**config.mk**
```make
export PLATFORM = sky130hd
export DESIGN_NAME = fletcher_frame_appender
export DESIGN_NICKNAME = d
export VERILOG_FILES = /design/src/rtl/fletcher_frame_appender_pkg.sv /design/src/rtl/fletcher_accum.sv /design/src/rtl/fletcher_frame_appender.sv
export SDC_FILE = /design/constraint.sdc
export NUM_CORES = 1
export LEC_CHECK = 0
export CORE_ASPECT_RATIO = 0.7
export CORE_UTILIZATION = 35
export CTS_BUF_LIST = sky130_fd_sc_hd__clkbuf_8
export CTS_CLUSTER_SIZE = 24
export DETAILED_ROUTE_END_ITERATION = 10
export HOLD_SLACK_MARGIN = 0.06
export MAX_ROUTING_LAYER = met4
export PLACE_DENSITY = 0.6
export SETUP_SLACK_MARGIN = 0.05
export SLEW_MARGIN = 30
export SYNTH_ARGS = -nofsm -noshare
export SYNTH_HDL_FRONTEND = slang
export SYNTH_SLANG_ARGS = --single-unit
export TNS_END_PERCENT = 20
```
**constraint.sdc**
```tcl
create_clock -name clk -period 14.05 [get_ports clk]
set_input_delay 2.1075 -clock clk [delete_from_list [all_inputs] [get_ports clk]]
set_output_delay 2.1075 -clock clk [all_outputs]
set_load 0.02 [all_outputs]
```
**src/rtl/fletcher_frame_appender_pkg.sv**
```systemverilog
// Shared definitions for the Fletcher frame appender: FSM state encoding,
// the Fletcher modulus helper and the checksum word-order constant.
package fletcher_frame_appender_pkg;

    // Appender phases: forwarding payload, emitting the high checksum word,
    // emitting the low checksum word.
    typedef enum logic [1:0] {
        ST_PASS  = 2'd0,
        ST_CK_HI = 2'd1,
        ST_CK_LO = 2'd2
    } state_e;

    // Checksum word order on the wire is {B, A}: B leaves first, A closes the frame.
    localparam logic CK_FIRST_IS_B = 1'b1;

    // Fletcher modulus for a given word width: 2^width - 1.
    function automatic longint unsigned fletcher_modulus(input int word_width);
        return (64'd1 << word_width) - 64'd1;
    endfunction

endpackage

```
**src/rtl/fletcher_accum.sv**
```systemverilog
// Fletcher running-sum pair (A, B) kept in 0..M-1 with M = 2^WordWidth-1.
// clr has priority over en so a frame can close and reopen cleanly.
module fletcher_accum
    import fletcher_frame_appender_pkg::*;
#(
    parameter int WordWidth = 8
) (
    input  logic                 clk,
    input  logic                 rst_n,
    input  logic                 en,
    input  logic                 clr,
    input  logic [WordWidth-1:0] d,
    output logic [WordWidth-1:0] a,
    output logic [WordWidth-1:0] b
);

    localparam int SumWidth = WordWidth + 1;
    localparam logic [SumWidth-1:0] Modulus = SumWidth'(fletcher_modulus(WordWidth));

    // One's-complement style add: both operands are at most M, so a single
    // conditional subtract brings the result back into 0..M-1 (d = M adds 0).
    function automatic logic [WordWidth-1:0] mod_add(
        input logic [WordWidth-1:0] x,
        input logic [WordWidth-1:0] y
    );
        logic [SumWidth-1:0] sum;
        sum = {1'b0, x} + {1'b0, y};
        if (sum >= Modulus) begin
            sum = sum - Modulus;
        end else begin
            sum = sum;
        end
        return sum[WordWidth-1:0];
    endfunction

    logic [WordWidth-1:0] a_r;
    logic [WordWidth-1:0] b_r;
    logic [WordWidth-1:0] a_nxt_s;
    logic [WordWidth-1:0] b_nxt_s;

    // Next A then B, B folding in the freshly updated A.
    always_comb begin
        a_nxt_s = mod_add(a_r, d);
        b_nxt_s = mod_add(b_r, a_nxt_s);
    end

    // Accumulator registers: clear wins over update, otherwise hold.
    always_ff @(posedge clk or negedge rst_n) begin
        if (!rst_n) begin
            a_r <= {WordWidth{1'b0}};
            b_r <= {WordWidth{1'b0}};
        end else if (clr) begin
            a_r <= {WordWidth{1'b0}};
            b_r <= {WordWidth{1'b0}};
        end else if (en) begin
            a_r <= a_nxt_s;
            b_r <= b_nxt_s;
        end else begin
            a_r <= a_r;
            b_r <= b_r;
        end
    end

    assign a = a_r;
    assign b = b_r;

endmodule

```
**src/rtl/fletcher_frame_appender.sv**
```systemverilog
// Streaming stage that forwards payload words unchanged and appends the
// Fletcher checksum {B, A} as two trailing words after each in_last word.
// Optional build macro FLETCHER_FRAMECOUNT_EN adds a 16-bit count of frames
// whose closing checksum word has been taken downstream.
module fletcher_frame_appender
    import fletcher_frame_appender_pkg::*;
#(
    parameter  int ChecksumWidth = 16,
    localparam int WordWidth     = ChecksumWidth / 2
) (
    input  logic                 clk,
    input  logic                 rst_n,
    input  logic                 in_valid,
    output logic                 in_ready,
    input  logic [WordWidth-1:0] in_data,
    input  logic                 in_last,
    output logic                 out_valid,
    input  logic                 out_ready,
    output logic [WordWidth-1:0] out_data,
    output logic                 out_last
`ifdef FLETCHER_FRAMECOUNT_EN
    ,
    output logic [15:0]          frame_count
`endif
);

    state_e               state_r;
    state_e               state_nxt_s;

    logic                 out_valid_r;
    logic [WordWidth-1:0] out_data_r;
    logic                 out_last_r;

    logic                 load_ok_s;
    logic                 in_ready_s;
    logic                 accept_s;

    logic                 ld_word_s;
    logic [WordWidth-1:0] word_s;
    logic                 last_s;
    logic                 valid_nxt_s;
    logic                 acc_en_s;
    logic                 acc_clr_s;

    logic [WordWidth-1:0] acc_a_s;
    logic [WordWidth-1:0] acc_b_s;
    logic [WordWidth-1:0] hi_word_s;
    logic [WordWidth-1:0] lo_word_s;

    fletcher_accum #(
        .WordWidth(WordWidth)
    ) u_accum (
        .clk   (clk),
        .rst_n (rst_n),
        .en    (acc_en_s),
        .clr   (acc_clr_s),
        .d     (in_data),
        .a     (acc_a_s),
        .b     (acc_b_s)
    );

    // Handshake qualifiers: the single output register can load when empty
    // or draining; input is only taken while forwarding and out of reset.
    always_comb begin
        load_ok_s  = !out_valid_r || out_ready;
        in_ready_s = (state_r == ST_PASS) && load_ok_s && rst_n;
        accept_s   = in_valid && in_ready_s;
        hi_word_s  = CK_FIRST_IS_B ? acc_b_s : acc_a_s;
        lo_word_s  = CK_FIRST_IS_B ? acc_a_s : acc_b_s;
    end

    // State register.
    always_ff @(posedge clk or negedge rst_n) begin
        if (!rst_n) begin
            state_r <= ST_PASS;
        end else begin
            state_r <= state_nxt_s;
        end
    end

    // Next-state: close the frame on the accepted last word, then step
    // through the two checksum words as the output register frees up.
    always_comb begin
        state_nxt_s = state_r;
        case (state_r)
            ST_PASS: begin
                if (accept_s && in_last) begin
                    state_nxt_s = ST_CK_HI;
                end else begin
                    state_nxt_s = ST_PASS;
                end
            end
            ST_CK_HI: begin
                if (load_ok_s) begin
                    state_nxt_s = ST_CK_LO;
                end else begin
                    state_nxt_s = ST_CK_HI;
                end
            end
            ST_CK_LO: begin
                if (load_ok_s) begin
                    state_nxt_s = ST_PASS;
                end else begin
                    state_nxt_s = ST_CK_LO;
                end
            end
            default: begin
                state_nxt_s = ST_PASS;
            end
        endcase
    end

    // Output decode: what the output register loads this cycle and how the
    // accumulators move.
    always_comb begin
        ld_word_s   = 1'b0;
        word_s      = {WordWidth{1'b0}};
        last_s      = 1'b0;
        valid_nxt_s = out_valid_r;
        acc_en_s    = 1'b0;
        acc_clr_s   = 1'b0;
        case (state_r)
            ST_PASS: begin
                if (accept_s) begin
                    ld_word_s   = 1'b1;
                    word_s      = in_data;
                    last_s      = 1'b0;
                    valid_nxt_s = 1'b1;
                    acc_en_s    = 1'b1;
                end else if (load_ok_s) begin
                    valid_nxt_s = 1'b0;
                end else begin
                    valid_nxt_s = out_valid_r;
                end
            end
            ST_CK_HI: begin
                if (load_ok_s) begin
                    ld_word_s   = 1'b1;
                    word_s      = hi_word_s;
                    last_s      = 1'b0;
                    valid_nxt_s = 1'b1;
                end else begin
                    valid_nxt_s = out_valid_r;
                end
            end
            ST_CK_LO: begin
                if (load_ok_s) begin
                    ld_word_s   = 1'b1;
                    word_s      = lo_word_s;
                    last_s      = 1'b1;
                    valid_nxt_s = 1'b1;
                    acc_clr_s   = 1'b1;
                end else begin
                    valid_nxt_s = out_valid_r;
                end
            end
            default: begin
                valid_nxt_s = 1'b0;
            end
        endcase
    end

    // Output register: data/last only change on a load so they stay stable
    // while the consumer stalls.
    always_ff @(posedge clk or negedge rst_n) begin
        if (!rst_n) begin
            out_valid_r <= 1'b0;
            out_data_r  <= {WordWidth{1'b0}};
            out_last_r  <= 1'b0;
        end else if (ld_word_s) begin
            out_valid_r <= valid_nxt_s;
            out_data_r  <= word_s;
            out_last_r  <= last_s;
        end else begin
            out_valid_r <= valid_nxt_s;
            out_data_r  <= out_data_r;
            out_last_r  <= out_last_r;
        end
    end

`ifdef FLETCHER_FRAMECOUNT_EN
    logic [15:0] frame_count_r;

    // Frame counter: bumps when the closing checksum word is taken; wraps.
    always_ff @(posedge clk or negedge rst_n) begin
        if (!rst_n) begin
            frame_count_r <= 16'd0;
        end else if (out_valid_r && out_ready && out_last_r) begin
            frame_count_r <= frame_count_r + 16'd1;
        end else begin
            frame_count_r <= frame_count_r;
        end
    end

    assign frame_count = frame_count_r;
`endif

    assign in_ready  = in_ready_s;
    assign out_valid = out_valid_r;
    assign out_data  = out_data_r;
    assign out_last  = out_last_r;

endmodule

```
# Word level (Yosys, flattened, before mapping)
# Index checks and enable logic that the tools add are counted.
# word_totals
register_bits	28
latchBits	0
ram_bits	0
romBits	0
in_bits	13
output_inout_bits	11
elab_cells	49
memories	0
# op_classes
add_sub_neg	4
mul	0
div	0
magnitude_cmp	2
n_eq_ne	4
shift	0
mux	23
n_bitwise	0
n_reduce_logical	10
# op_table
cell	n
$mux 8	9
$pmux 8 s3	1
$add 8x8->9	2
$ge 9x8->1 const B	2
$sub 8x8->8 const B	2
$mux 1	8
$pmux 2 s3	1
$logic_and 1x1->1	4
$mux 2	2
$pmux 1 s2	2
$ne 3x3->1 const B	1
$eq 2x1->1 const B	1
$eq 2x2->1 const B	1
$logic_not 2->1	1
$ne 2x1->1 const B	1
$reduce_and 2->1	1
$reduce_bool 2->1	1
$reduce_or 2->1	1
$logic_not 1->1	1
$logic_or 1x1->1	1

# Depth between registers and ports, before layout
# depth
word_depth	9
ltp_mapped	20
depth_no_buf	19

# Modules after synthesis
# From an unflattened synthesis, not the netlist that was laid out.
# hier_totals
hier_cells	300
area_unflattened_um2	2725.1
# by_module_without_submodules
module	n_inst	cells_each	area_each_um2	seq_area_each_um2
fletcher_accum	1	226	1931.9	400.4
fletcher_frame_appender	1	74	793.3	300.3

# Worst setup path after synthesis
# OpenSTA, ideal clock, no wires.
# synth_path
path_kind	input to register
startpoint	in in_data[0]
endpoint	reg u_accum.b_r[1], in the netlist u_accum.b[1]
setup_ns	0.128
arrival_time_ns	6.250
t_required_ns	13.922
setup_slack_ns	7.672
stages	18
n_path_buf	1
cell_sequence	ha_1 > fa_1 > and3_1 > o21a_1 > o311ai_1 > nand3_1 > o31ai_2 > mux2i_1 > inv_1 > ha_1 > a21o_1 > a21oi_1 > xor2_1 > or4b_1 > buf_2 > o31a_1 > mux2i_1 > o21ai_1
# synth_between
elab_chain_cells	8
word_cells_on_any_way	10
cone_classes	4 x add/sub; 2 x order compare; 4 x mux
# synth_rtl
element	line_no	text
start, declared	fletcher_frame_appender.sv:15	input logic [WordWidth-1:0] in_data,
$add 8x8->9 *	fletcher_accum.sv:27	sum = {1'b0, x} + {1'b0, y};
$sub 8x8->8 / $ge 9x8->1 (equally long branches)	fletcher_accum.sv:29, fletcher_accum.sv:28	
$mux 8 *	fletcher_accum.sv:28	if (sum >= Modulus) begin
$add 8x8->9 *	fletcher_accum.sv:27	
$sub 8x8->8 / $ge 9x8->1 (equally long branches)	fletcher_accum.sv:29, fletcher_accum.sv:28	
$mux 8 *	fletcher_accum.sv:28	
$mux 8 *	fletcher_accum.sv:55	end else if (en) begin
$mux 8 *	fletcher_accum.sv:52	end else if (clr) begin
end signal, assigned	fletcher_accum.sv:51	b_r <= {WordWidth{1'b0}};
end signal, assigned	fletcher_accum.sv:54	b_r <= {WordWidth{1'b0}};
end signal, assigned	fletcher_accum.sv:57	b_r <= b_nxt_s;
end, declared	fletcher_accum.sv:37	logic [WordWidth-1:0] b_r;
# Mark *: on every way between the ends. The rest lies on a longest branch, timed or not. The select of a mux whose other input is x is not followed.
# A chain may end at the register's enable or synchronous reset.

# Worst setup path after layout
# layout_path
startpoint	in in_data[0]
endpoint	reg u_accum.b_r[2], in the netlist u_accum.b[2]
# Same word-level chain as after synthesis.

==> metrics <==
status finished clean; DR iter-0 viols 240; clk slew on worst S/H paths 0.10 ns; cell area after synthesis 0.00240 mm^2; Max Freq 141 MHz; worst hold path class reg2reg; Final Setup Violations 0; Top FF cell, synth dfrtp_1; n_diodes 0; initial core utilization 37.4%; final max-slew violation count 0; Post-synth EDFFs 0; RSZ-0062 raised after global routing false; post-cts repair resize count 0; first-pass GRT wire length 10.6 mm; register bit total from synthesis 28; final critical-path share of the clock period 50.4%; utilization after layout 43.6%; I/O Buffers 23; vias in the first global route 1987; worst setup path category in2reg; final wirelength 6.28 mm; antenna violations before repair 0; WP data arrival 7.25 ns; Max-Cap Viols 0; ranking of synthesized cells by area dfrtp_1, ha_1, o21ai_0; Total GRT Usage 19.6%; Setup crit end kind flip-flop; H-tree Lvls 1; ANT nets after route 0; CTS tree yes; startpoint types primary input; CP Buf/Inv Count 2; Ports 24; Yosys cell types 53; post-synth top area share 29.2%; Rel. slew slack 46.9%; Worst path max stage delay 0.59 ns; HPWL Detailed 4.93 mm; Fill cells 677; gr ovfl total 0; clock buffer depth 2; Critical Path Fanout Max 6; Gate Count Post-Synth 280; Sink Count 28; Hold Vio Cnt, Final 0; row count 24; top-count cell post-synth nand2_1; Sequential Area 701 um^2; DR vias 2209; most instantiated cells after synthesis nand2_1, dfrtp_1, o21ai_0; latest clock arrival within the worst-skew pair 0.28 ns; Avg Inst Size Synth 8.58 um^2; setup bufs post-CTS 0; full die area 0.00720 mm^2; area grow syn2layout 16.6%; core region area 0.00643 mm^2; dpl ws 6.68 ns; fraction of layout cells with a size suffix above 1 5.35%; Final Skew 0.00285 ns; Syn Nets 317; leading area contributor after synthesis dfrtp_1; Die H 71.3 um; number of buffers created by CTS 3; setup tns final 0 ns; Placer Congestion 0.950; largest net degree at the start of global routing 32; post-layout net count 337; Final min period 7.08 ns; FFs w/ async S/R, synth 100%; crit-path cells clkdlybuf4s50_1 -> ha_1 -> fa_1 -> and3_1 -> o21a_1 -> o311ai_1 -> nand3_1 -> o31ai_2 -> xor2_1 -> ha_1 -> inv_1 -> fa_1 -> nor2b_1 -> o21a_1 -> nor3_1 -> or4b_1 -> nor4_1 -> nor2_1 -> nor3_1 -> o21ai_0; Reg2Reg Setup Slack 8.84 ns; Worst Tran Pin Value 0.797 ns; post-synthesis sequential area ratio 29.2%; Multi-input gate area 0.00162 mm^2; Via-to-Cell Ratio 5.66; setup ws final 6.97 ns; Initial DRT Pass Iterations 5; Chip Width 101 um; Worst Path Required 14.21 ns; drt wl/cell 16.1 um; synth warn 0; cts hold-fix bufs 0; # DRC 0; Top Family by Delay on Critical Path simple AND/OR/NAND/NOR gates; CP max stage cell or4b_1; Root Driver clkbuf_8
==> cell type report <==
class	count	share of cell area [%]
Multi-Input combinational cell	230	58.0
Sequential cell	28	25.0
Timing Repair Buffer	25	8.76
Tap cell	91	4.07
Inverter	12	1.61
Clock buffer	3	1.47
Clock inverter	1	1.07
==> flip-flops by register name, indices dropped and copies added (netlist names) <==
register and flops:
out_data 8, state_r 2, u_accum.a 8, u_accum.b 8, out_valid 1, out_last 1
==> final timing paths <==
kind / from / end / depth (start not counted)
max reg2reg: u_accum.a[0] / u_accum.b[2] / 19
min reg2reg: out_data[1] / out_data[1] / 2
min: out_data[1] / out_data[1] / 2
min in group asynchronous: rst_n / out_valid / 2
max in group asynchronous: rst_n / u_accum.b[2] / 2
max: in_data[0] / u_accum.b[2] / 20
==> cells by family after synthesis <==
group | Yosys count | share of synthesized area [%]
XOR/XNOR | 11 | 4.01
AO/OA/AOI/OAI | 92 | 27.4
AND/OR/NAND/NOR | 98 | 20.6
flip-flops | 28 | 29.2
buffers and inverters | 22 | 3.49
adder cells (fa/ha/maj) | 24 | 13.1
multiplexers | 5 | 2.19
==> stage by stage <==
stage	hold WS, ns	cell area, um^2	cells
5_1_grt	0.505	2800	390
4_1_cts	0.495	2800	390
3_5_place_dp	0.470	2730	386
6_report	0.484	2800	390
2_1_floorplan	0.477	2400	280
3_3_place_gp	0.463	2720	386
==> layout by cell type, fill, tap and decap left out, types with 3 or more instances in the layout <==
cell / instances
dfrtp_1: 28
o31a_1: 3
nand2b_1: 3
o21a_1: 4
nor2b_1: 7
clkdlybuf4s50_1: 23
a211oi_1: 4
nor3_1: 11
a222oi_1: 8
xor2_1: 5
a22o_1: 8
xnor2_1: 6
o21ai_1: 5
clkbuf_8: 3
a211o_1: 3
mux2i_1: 3
a21oi_1: 9
or3_1: 4
nor2_1: 16
nand2_1: 30
nor3b_1: 4
ha_1: 22
inv_1: 12
nor4_1: 3
o21ai_0: 28
nand3_1: 5
and3_1: 3
==> metal layers <==
metal	track usage (%)	share of wire (%)
met3	3.32	8.5
met1	31.6	53
met2	26.1	38
met5	-	0
met4	1.45	0.29
==> tightest hold or removal path, delay by kind of cell, from the launching register on <==
kind	cells	cell delay, ns
AOI/OAI and AO/OA	1	0.05
DFF	1	0.36
and+or+nand+nor	1	0.04
Power is not shown: default switching activity piles up to over one toggle a cycle in this logic, so the estimate is an artifact.
==> RTL change: new RTL, same flow settings <==
`ChecksumWidth`: 16 -> 20.
--- a/src/rtl/fletcher_frame_appender.sv
+++ b/src/rtl/fletcher_frame_appender.sv
@@ -5,7 +5,7 @@
 module fletcher_frame_appender
     import fletcher_frame_appender_pkg::*;
 #(
-    parameter  int ChecksumWidth = 16,
+    parameter  int ChecksumWidth = 20,
     localparam int WordWidth     = ChecksumWidth / 2
 ) (
     input  logic                 clk,
Ports: changed (resized in_data and out_data); port bits go from 24 to 28. No check against the original RTL was run, so the function may have changed too.
==> RTL change against the unedited design <==
Setup slack got worse by 0.97 ns. Critical endpoint unchanged. Synthesized area rose by 31%. Critical path depth rose by 2. Non-clock buffer count rose by 6. Synthesized cell count rose by 34%. Cell area rose by 29%. Sequential cell count rose by 6. Highest routed layer unchanged. Count of clock-buffer cells in the layout rose by 2. Wire length rose by 39%.
Power is left out: the tool's default activity adds up to more than one toggle a clock period on the data nets, which glitch-free logic cannot reach.
==> RTL change: results (changes against the unedited design) <==
| Metric | Value |
|---|---|
| Layout cells sized above 1 | 0.07538 (was 0.05351) |
| Count of unique library cells instantiated by Yosys | 64 (was 53) |
| Via-to-Cell Ratio | 5.778 (was 5.664) |
| Run status | finished, final reports clean (unchanged) |
| Number of port buffers | 27 (was 23) |
| Worst reg-to-reg setup slack | 7.92 ns (was 8.84 ns) |
| Worst-path clk slew | 0.07 ns (was 0.10 ns) |
| Wirelength, routed | 8716 um (was 6275 um) |
| Number of nets in the finished design | 441 (was 337) |
| Largest driver fanout on the critical path | 13 (was 6) |
| Slew @ Worst Pin | 0.8870 ns (was 0.7967 ns) |
| Worst clock skew | 0.009012 ns (was 0.002846 ns) |
| Wire length of the first global-routing pass | 13880 um (was 10590 um) |
| Initial antenna violation count | 0 (unchanged) |
| Tightest hold margin | 0.5082 ns (was 0.4840 ns) |
| Final weighted congestion in routability-driven placement | 0.8382 (was 0.9496) |
| Number of detailed-route iterations in the first pass | 5 (unchanged) |
| Combined global-route utilization of all metal layers | 0.1990 (was 0.1961) |
| Worst-Skew Late Latency | 0.30 ns (was 0.28 ns) |
| Worst stage delay on the critical path | 0.67 ns (was 0.59 ns) |
| Pin count of the biggest net entering global routing | 36 (was 32) |
| Inserted Clock Buffers | 5 (was 3) |
| Vias in the first global route | 2713 (was 1987) |
| Cell with the largest stage delay on the worst path | sky130_fd_sc_hd__a21oi_1 (was sky130_fd_sc_hd__or4b_1) |
| Most frequent cells after synthesis | sky130_fd_sc_hd__dfrtp_1, sky130_fd_sc_hd__nor2_1, sky130_fd_sc_hd__nand2_1, sky130_fd_sc_hd__ha_1, sky130_fd_sc_hd__a21oi_1 (was sky130_fd_sc_hd__nand2_1, sky130_fd_sc_hd__dfrtp_1, sky130_fd_sc_hd__o21ai_0, sky130_fd_sc_hd__ha_1, sky130_fd_sc_hd__nor2_1) |
| Starting DRT DRC Count | 257 (was 240) |
| Htree depth | 2 (was 1) |
| Dominant register cell in the synthesized netlist | sky130_fd_sc_hd__dfrtp_1 (unchanged) |
| Net count after synthesis | 419 (was 317) |
| Fillers | 867 (was 677) |
| Fin crit period | 8.049 ns (was 7.083 ns) |
| Worst setup timing slack at the placement stage | 5.806 ns (was 6.676 ns) |
| Synth top area cells | sky130_fd_sc_hd__dfrtp_1, sky130_fd_sc_hd__ha_1, sky130_fd_sc_hd__a21oi_1 (was sky130_fd_sc_hd__dfrtp_1, sky130_fd_sc_hd__ha_1, sky130_fd_sc_hd__o21ai_0) |
| Share of async-settable or async-resettable flops after synthesis | 1.000 (unchanged) |
| Critical path data arrival time | 8.25 ns (was 7.25 ns) |
| Category of cells accounting for the largest share of critical-path delay | compound AO/OA/AOI/OAI gates (was simple AND/OR/NAND/NOR gates) |
| Part of the Yosys area used for sequential elements | 0.2698 (was 0.2918) |
| Post-DP HPWL | 6585 um (was 4930 um) |
| Final antenna diode count | 0 (unchanged) |
==> RTL change: changes by cell type after synthesis, sizes merged, moves of 5 or more <==
cell / change
xor2: +6
nand3: +20
dfrtp: +6
a22oi: +7
a22o: -6
a21oi: +21
xnor2: +5
a21o: +6
o21ai: -7
and2: +6
nor2: +13
==> RTL change: kinds of logic after synthesis <==
family	Yosys count	synth area share
buffers and inverters	27	0.03571
flip-flops	34	0.2698
XOR/XNOR	22	0.06587
AND/OR/NAND/NOR	140	0.2234
adder cells (fa/ha/maj)	28	0.1159
multiplexers	5	0.01667
AO/OA/AOI/OAI	120	0.2726
==> RTL change: layout make-up <==
type / count / share of cell area
tap: 120 / 0.04161
clock inverter: 2 / 0.002080
multi-input combinational: 315 / 0.6082
clock buffer: 5 / 0.01907
sequential: 34 / 0.2358
timing repair buffer: 31 / 0.08183
inverter: 11 / 0.01144
==> RTL change: path summary, 6_finish.rpt <==
path | start | end | depth (start not counted)
hold / removal | out_last | out_last | 1
min in group asynchronous | rst_n | u_accum.b[2] | 2
hold reg to reg | out_last | out_last | 1
setup / recovery | in_data[0] | u_accum.b[2] | 22
max in group asynchronous | rst_n | out_data[1] | 2
setup reg to reg | u_accum.a[0] | u_accum.b[2] | 21
==> RTL change: metrics by stage <==
| stage | utilization | cells | area (um^2) |
|---|---|---|---|
| floorplan | - | 376 | 3153 |
| global placement | 0.4115 | 511 | 3532 |
| detailed placement | 0.4115 | 511 | 3532 |
| CTS | 0.4204 | 518 | 3608 |
| global route | 0.4204 | 518 | 3608 |
| finish | 0.4204 | 518 | 3608 |
==> RTL change: layer usage <==
layer	routed length, um	track usage
met1	4664	0.2892
met2	3570	0.2796
met3	409	0.03690
met4	72	0.05065
met5	0	-
